**config.mk**
```make
export PLATFORM = sky130hd
export DESIGN_NAME = muldiv_unit
export DESIGN_NICKNAME = d
export VERILOG_FILES = /design/src/rtl/muldiv_unit_pkg.sv /design/src/rtl/muldiv_unit_divider.sv /design/src/rtl/muldiv_unit.sv
export SDC_FILE = /design/constraint.sdc
export NUM_CORES = 2
export LEC_CHECK = 0
export CORE_ASPECT_RATIO = 0.5
export CORE_UTILIZATION = 50
export CTS_CLUSTER_SIZE = 16
export DETAILED_ROUTE_END_ITERATION = 8
export PLACE_DENSITY = 0.79
export SETUP_SLACK_MARGIN = 0.15
export SKIP_LAST_GASP = 1
export SLEW_MARGIN = 20
export SYNTH_ARGS = -nofsm -noshare
export SYNTH_HDL_FRONTEND = slang
export SYNTH_SLANG_ARGS = --single-unit
```
**constraint.sdc**
```tcl
create_clock -name clk -period 9.2 [get_ports clk]
set_input_delay 1.84 -clock clk [delete_from_list [all_inputs] [get_ports clk]]
set_output_delay 1.84 -clock clk [all_outputs]
set_load 0.005 [all_outputs]
```
**src/rtl/muldiv_unit_pkg.sv**
```systemverilog
// Shared definitions for the M-extension execute unit: operation codes,
// divider state encoding and operation-class helpers.
package muldiv_unit_pkg;

    localparam logic [5:0] ALU_MUL    = 6'h10;
    localparam logic [5:0] ALU_MULH   = 6'h11;
    localparam logic [5:0] ALU_MULHSU = 6'h12;
    localparam logic [5:0] ALU_MULHU  = 6'h13;
    localparam logic [5:0] ALU_DIV    = 6'h14;
    localparam logic [5:0] ALU_DIVU   = 6'h15;
    localparam logic [5:0] ALU_REM    = 6'h16;
    localparam logic [5:0] ALU_REMU   = 6'h17;

    typedef enum logic [1:0] {
        DIV_IDLE = 2'd0,
        DIV_CALC = 2'd1,
        DIV_FIX  = 2'd2,
        DIV_DONE = 2'd3
    } div_state_t;

    function automatic logic is_div_op(input logic [5:0] code);
        return code inside {ALU_DIV, ALU_DIVU, ALU_REM, ALU_REMU};
    endfunction

    function automatic logic is_mul_op(input logic [5:0] code);
        return code inside {ALU_MUL, ALU_MULH, ALU_MULHSU, ALU_MULHU};
    endfunction

endpackage

```
**src/rtl/muldiv_unit_divider.sv**
```systemverilog
// Iterative radix-2 restoring divider with early-out for divide-by-zero
// and signed overflow; holds its result in DONE until granted the output.
module muldiv_divider
    import muldiv_unit_pkg::*;
#(
    parameter int XLEN  = 32,
    parameter int TAG_W = 5
) (
    input  logic             clk,
    input  logic             rst,
    input  logic             flush,
    input  logic             start,
    input  logic             is_signed,
    input  logic             is_rem,
    input  logic [XLEN-1:0]  op1,
    input  logic [XLEN-1:0]  op2,
    input  logic [TAG_W-1:0] tag,
    input  logic             grant,
    output logic             can_start,
    output logic             done,
    output logic             busy,
    output logic [XLEN-1:0]  result,
    output logic [TAG_W-1:0] tag_out
);

    localparam int CNT_W = $clog2(XLEN);
    localparam logic [XLEN-1:0] MOST_NEG = {1'b1, {(XLEN-1){1'b0}}};

    div_state_t       state_reg, state_next;
    logic [CNT_W-1:0] cnt_reg, cnt_next;
    logic [XLEN-1:0]  quo_reg, quo_next, rem_reg, rem_next;
    logic [XLEN-1:0]  dvs_reg, dvs_next, res_reg, res_next;
    logic             neg_q_reg, neg_q_next, neg_r_reg, neg_r_next;
    logic             is_rem_reg, is_rem_next;
    logic [TAG_W-1:0] tag_reg, tag_next;
    logic [XLEN:0]    trial;
    logic [XLEN-1:0]  quo_fix, rem_fix;

    assign done      = (state_reg == DIV_DONE);
    assign busy      = (state_reg != DIV_IDLE);
    // A new op may enter on the same edge the held result leaves DONE.
    assign can_start = (state_reg == DIV_IDLE) || (done && grant);
    assign result    = res_reg;
    assign tag_out   = tag_reg;

    always_comb begin
        state_next  = state_reg;
        cnt_next    = cnt_reg;
        quo_next    = quo_reg;
        rem_next    = rem_reg;
        dvs_next    = dvs_reg;
        res_next    = res_reg;
        neg_q_next  = neg_q_reg;
        neg_r_next  = neg_r_reg;
        is_rem_next = is_rem_reg;
        tag_next    = tag_reg;
        trial       = {rem_reg, quo_reg[XLEN-1]};
        quo_fix     = neg_q_reg ? -quo_reg : quo_reg;
        rem_fix     = neg_r_reg ? -rem_reg : rem_reg;

        case (state_reg)
            DIV_CALC: begin
                if (trial >= {1'b0, dvs_reg}) begin
                    rem_next = trial[XLEN-1:0] - dvs_reg;
                    quo_next = {quo_reg[XLEN-2:0], 1'b1};
                end else begin
                    rem_next = trial[XLEN-1:0];
                    quo_next = {quo_reg[XLEN-2:0], 1'b0};
                end
                if (cnt_reg == CNT_W'(XLEN-1)) begin
                    cnt_next   = '0;
                    state_next = DIV_FIX;
                end else begin
                    cnt_next = cnt_reg + CNT_W'(1);
                end
            end
            DIV_FIX: begin
                res_next   = is_rem_reg ? rem_fix : quo_fix;
                state_next = DIV_DONE;
            end
            DIV_DONE: begin
                if (grant) state_next = DIV_IDLE;
            end
            default: ;
        endcase

        if (start && can_start) begin
            tag_next    = tag;
            is_rem_next = is_rem;
            cnt_next    = '0;
            if (op2 == '0) begin
                res_next   = is_rem ? op1 : '1;
                state_next = DIV_DONE;
            end else if (is_signed && op1 == MOST_NEG && op2 == '1) begin
                res_next   = is_rem ? '0 : op1;
                state_next = DIV_DONE;
            end else begin
                quo_next   = (is_signed && op1[XLEN-1]) ? -op1 : op1;
                dvs_next   = (is_signed && op2[XLEN-1]) ? -op2 : op2;
                rem_next   = '0;
                neg_q_next = is_signed && (op1[XLEN-1] ^ op2[XLEN-1]);
                neg_r_next = is_signed && op1[XLEN-1];
                state_next = DIV_CALC;
            end
        end
    end

    always_ff @(posedge clk) begin
        if (rst || flush) begin
            state_reg <= DIV_IDLE;
            cnt_reg   <= '0;
        end else begin
            state_reg <= state_next;
            cnt_reg   <= cnt_next;
        end
    end

    always_ff @(posedge clk) begin
        if (rst) begin
            res_reg <= '0;
            tag_reg <= '0;
        end else begin
            res_reg <= res_next;
            tag_reg <= tag_next;
        end
        quo_reg    <= quo_next;
        rem_reg    <= rem_next;
        dvs_reg    <= dvs_next;
        neg_q_reg  <= neg_q_next;
        neg_r_reg  <= neg_r_next;
        is_rem_reg <= is_rem_next;
    end

endmodule

```
**src/rtl/muldiv_unit.sv**
```systemverilog
// M-extension execute unit: pipelined multiplier, iterative divider and a
// result arbiter that favours the multiplier's last stage.
module muldiv_unit
    import muldiv_unit_pkg::*;
#(
    parameter int XLEN       = 32,
    parameter int MUL_STAGES = 3,
    parameter int TAG_W      = 5
) (
    input  logic             clk,
    input  logic             rst,
    input  logic             in_valid,
    output logic             in_ready,
    input  logic [5:0]       alucode,
    input  logic [XLEN-1:0]  op1,
    input  logic [XLEN-1:0]  op2,
    input  logic [TAG_W-1:0] in_tag,
    input  logic             flush,
    output logic             out_valid,
    output logic [XLEN-1:0]  result,
    output logic [TAG_W-1:0] out_tag,
    output logic             div_busy
);

    localparam int LAST = MUL_STAGES - 1;

    logic [MUL_STAGES-1:0] mul_valid_reg;
    logic [MUL_STAGES-1:0] mul_hi_reg;
    logic [TAG_W-1:0]      mul_tag_reg  [MUL_STAGES];
    logic [2*XLEN-1:0]     mul_prod_reg [MUL_STAGES];

    logic              is_div, accept, sign1, sign2;
    logic [2*XLEN-1:0] a_wide, b_wide, prod_in;
    logic              div_can_start, div_done, div_grant;
    logic [XLEN-1:0]   div_result;
    logic [TAG_W-1:0]  div_tag;

    assign is_div    = is_div_op(alucode);
    assign div_grant = div_done && !mul_valid_reg[LAST];
    // Mul issue stalls while a finished divide is waiting behind live mul ops,
    // so the divider is guaranteed a free output slot.
    assign in_ready  = !(rst || flush) &&
                       (is_div ? div_can_start : !(div_done && (|mul_valid_reg)));
    assign accept    = in_valid && in_ready;

    // Sign-extending into 2*XLEN bits gives the exact low 2*XLEN product bits.
    assign sign1   = (alucode == ALU_MULH || alucode == ALU_MULHSU) && op1[XLEN-1];
    assign sign2   = (alucode == ALU_MULH) && op2[XLEN-1];
    assign a_wide  = {{XLEN{sign1}}, op1};
    assign b_wide  = {{XLEN{sign2}}, op2};
    assign prod_in = is_mul_op(alucode) ? a_wide * b_wide : '0;

    always_ff @(posedge clk) begin
        if (rst || flush) mul_valid_reg[0] <= 1'b0;
        else              mul_valid_reg[0] <= accept && !is_div;
        mul_hi_reg[0]   <= (alucode != ALU_MUL);
        mul_tag_reg[0]  <= in_tag;
        mul_prod_reg[0] <= prod_in;
    end

    generate
        for (genvar gi = 1; gi < MUL_STAGES; gi++) begin : g_mul_stage
            always_ff @(posedge clk) begin
                if (rst || flush) mul_valid_reg[gi] <= 1'b0;
                else              mul_valid_reg[gi] <= mul_valid_reg[gi-1];
                mul_hi_reg[gi]   <= mul_hi_reg[gi-1];
                mul_tag_reg[gi]  <= mul_tag_reg[gi-1];
                mul_prod_reg[gi] <= mul_prod_reg[gi-1];
            end
        end
    endgenerate

    muldiv_divider #(
        .XLEN  (XLEN),
        .TAG_W (TAG_W)
    ) u_divider (
        .clk       (clk),
        .rst       (rst),
        .flush     (flush),
        .start     (accept && is_div),
        .is_signed (alucode == ALU_DIV || alucode == ALU_REM),
        .is_rem    (alucode == ALU_REM || alucode == ALU_REMU),
        .op1       (op1),
        .op2       (op2),
        .tag       (in_tag),
        .grant     (div_grant),
        .can_start (div_can_start),
        .done      (div_done),
        .busy      (div_busy),
        .result    (div_result),
        .tag_out   (div_tag)
    );

    always_comb begin
        out_valid = mul_valid_reg[LAST] || div_done;
        result    = '0;
        out_tag   = '0;
        if (mul_valid_reg[LAST]) begin
            result  = mul_hi_reg[LAST] ? mul_prod_reg[LAST][2*XLEN-1:XLEN]
                                       : mul_prod_reg[LAST][XLEN-1:0];
            out_tag = mul_tag_reg[LAST];
        end else if (div_done) begin
            result  = div_result;
            out_tag = div_tag;
        end
    end

endmodule

```
==> metrics <==
status finished clean; htree depth 2; register area share after synthesis 0.139; final worst-path cycle share 0.984; leading cell type in the layout, fill and taps excluded inv_1; XOR/XNOR share of the synthesized area 0.0338; vias per inst 5.54; # port buffers 118; Layout area overhead 15.5%; initial antenna violation count 4; Slew @ Worst Pin 1040 ps; CTS Root Cell clkbuf_16; Total Routing Usage GR 0.288; nets 7,736; combinational family with the most area after synthesis adder cells; met3 wire length 13.9 mm; min-delay worst type flop to flop; mux cell area share after synthesis 0.0169; worst r2r src u_divider.rem_reg[0]$_DFF_P_; WL/cell 20.3 um; Routed WL 157 mm; register bit total from synthesis 356; clk_lat worst skew 550 ps; critical path class primary input to flop; Hold Crit Depth 0; max_cap viols 0; hold path startpoint mul_prod_reg[0][2]$_SDFF_PN0_; max incr delay on CP 630 ps; Post-Syn Area 54,000 sq um; CTS Buf Count 36; Post-DRT Antenna Nets 0; Fmax 0.110 GHz; setup slack, reg-to-reg 5180 ps; Min Hold Slack 311 ps; global placement routability congestion 0.945; max-slew violation count 0; dpl hpwl 128 mm; fill count 8,458; die area 109,000 sq um; Largest register FFs 192; slew margin rel. 0.306; distinct cell type count after synthesis 73; slowest CP cell fa_2; Row Count 84; Die X 467 um; max layer used met5; Top FF cell, synth dfxtp_1; Die H 234 um; CTS tree done; Fin. Hold Viols 0; Adder-Cell Fraction of Synth Area 0.476; IO Pins 119; post-route met1 wirelength 60.2 mm; Min-Delay Endpoint mul_prod_reg[0][66]$_DFF_P_; largest fanout on the critical path 6; Clock Pin Slew Worst Setup and Hold Paths 70 ps; met2 wire length 73.6 mm; Buf/Inv on CP 7; drt pass-1 iters 7; vias 42,780; clk_skew 20.7 ps; DR iter-0 viols 3,768; RSZ-0062 raised after global routing yes; mean area per synthesized cell 9.10 sq um; vias in the first global route 44,186; crit path time final 9050 ps; simple-gate share of the synthesized area 0.147; endpoint class of the critical path flop; YS warnings 0; CP dominant cell by count fa_1; Post-Place Cell Area 59,900 sq um; core box area 106,000 sq um; CP top delay family adder cells; CP Data Required Time 9590 ps; asr flop ratio synth 0; Critical Path AT 9450 ps; Startpoint Class primary input; # DRC 0; largest net degree at the start of global routing 76; Worst R2R End u_divider.rem_reg[28]$_DFF_P_; Final setup viols 0; first-pass GRT wire length 245 mm; most frequent cells in the layout 1,199 x inv_1, 1,104 x fa_1, 810 x nand2_1; Final Cell Area 62,300 sq um; post-synthesis compound-gate area fraction 0.0770; synthesized net count 7,388; layout cells sized above 1 0.133; TritonCTS Sinks 356; EDFF count, synth 35; Starting Density 0.509; GRT overflow 0; clock buffer depth 3; Worst Reg2Reg Path Length in Cells 11; CTS hold repair buffers 0; cells after synthesis 5,931
-- synth_stat cells (all sizes together), types with 11 or more instances --
master	count	area, sq um
a21o	34	255
and2	408	2550
o31ai	39	298
and3	13	81.3
ha	252	3150
nand2b	12	75.1
o21ai	148	741
a22o	37	324
buf	82	329
dfxtp	321	6430
nor4	23	144
o41ai	15	131
o21bai	16	120
fa	1126	22500
or3	16	105
xor2	80	701
nand3	45	225
a211oi	117	878
clkbuf	283	1060
mux2i	55	551
a31oi	12	75.1
edfxtp	35	1050
nor3	36	180
mux2	32	360
nand4	21	131
inv	1213	4550
a21oi	154	771
nand2	819	3070
nor3b	11	82.6
nor2	216	811
or2	14	87.6
xnor2	128	1120
or4	20	158
-- through the flow --
step | TNS, ps | utilization | worst slack, ps | cells
after floorplan | 0 | - | 95.7 | 5931
after global placement | -17970 | 0.565 | -744 | 7620
after detailed placement | -20900 | 0.565 | -839 | 7620
after CTS | 0 | 0.579 | 68.7 | 7693
after global routing | -129 | 0.587 | -60.9 | 7721
final | 0 | 0.587 | 146 | 7726
-- kinds of logic after synthesis --
| kind of cell | after synthesis |
|---|---|
| fa+ha+maj | 1378 |
| xor+xnor | 208 |
| mux | 87 |
| simple gates | 1685 |
| buf+inv | 1578 |
| flops | 356 |
| compound gates | 639 |
-- worst register-to-register path, cell delays in order (launching register included) --
cell and delay, ps:
dfxtp_1 520, ha_1 300, nor2b_1 150, o31a_1 270
o31ai_1 500, o21ai_0 370, nand3_1 220, a31oi_1 280
a211oi_4 280, buf_4 480, nor2_1 210, a211o_1 320
-- routing by layer --
layer  track usage  vias to the layer above
li1              -                    18659
met1         0.373                    21575
met2         0.475                     2084
met4         0.137                        2
met5             0                        -
met3        0.0475                      460
-- final cells by class --
| class | count | area, sq um | area share |
|---|---|---|---|
| Antenna cell | 5 | 12.5 | 0.000201 |
| Clock buffer | 43 | 988 | 0.0159 |
| Clock inverter | 18 | 185 | 0.00297 |
| Inverter | 1213 | 4560 | 0.0731 |
| Multi-Input combinational cell | 3997 | 41300 | 0.663 |
| Sequential cell | 356 | 7480 | 0.120 |
| Tap cell | 1419 | 1780 | 0.0285 |
| Timing Repair Buffer | 675 | 6020 | 0.0966 |
-- repair_timing --
item                                   in CTS  in global routing
buffers inserted                           12                 24
resized for setup                          55                170
setup endpoints to repair                  31                 32
endpoints found under the hold margin       0                  0
gates cloned                                0                  4
pin swaps                                  39                 82
-- worst max-delay path by stage --
stage	endpoint	start	cells after the start
6_report	mul_prod_reg[0][62]$_SDFF_PN0_	alucode[5]	28
5_1_grt	mul_prod_reg[0][62]$_SDFF_PN0_	alucode[5]	28
3_5_place_dp	mul_prod_reg[0][62]$_SDFF_PN0_	alucode[5]	30
3_3_place_gp	mul_prod_reg[0][63]$_SDFF_PN0_	alucode[2]	28
2_1_floorplan	mul_prod_reg[0][62]$_SDFF_PN0_	alucode[5]	25
4_1_cts	mul_prod_reg[0][62]$_SDFF_PN0_	alucode[1]	29
Power is left out: the tool's default activity adds up to more than one toggle a clock period on the data nets, which glitch-free logic cannot reach.
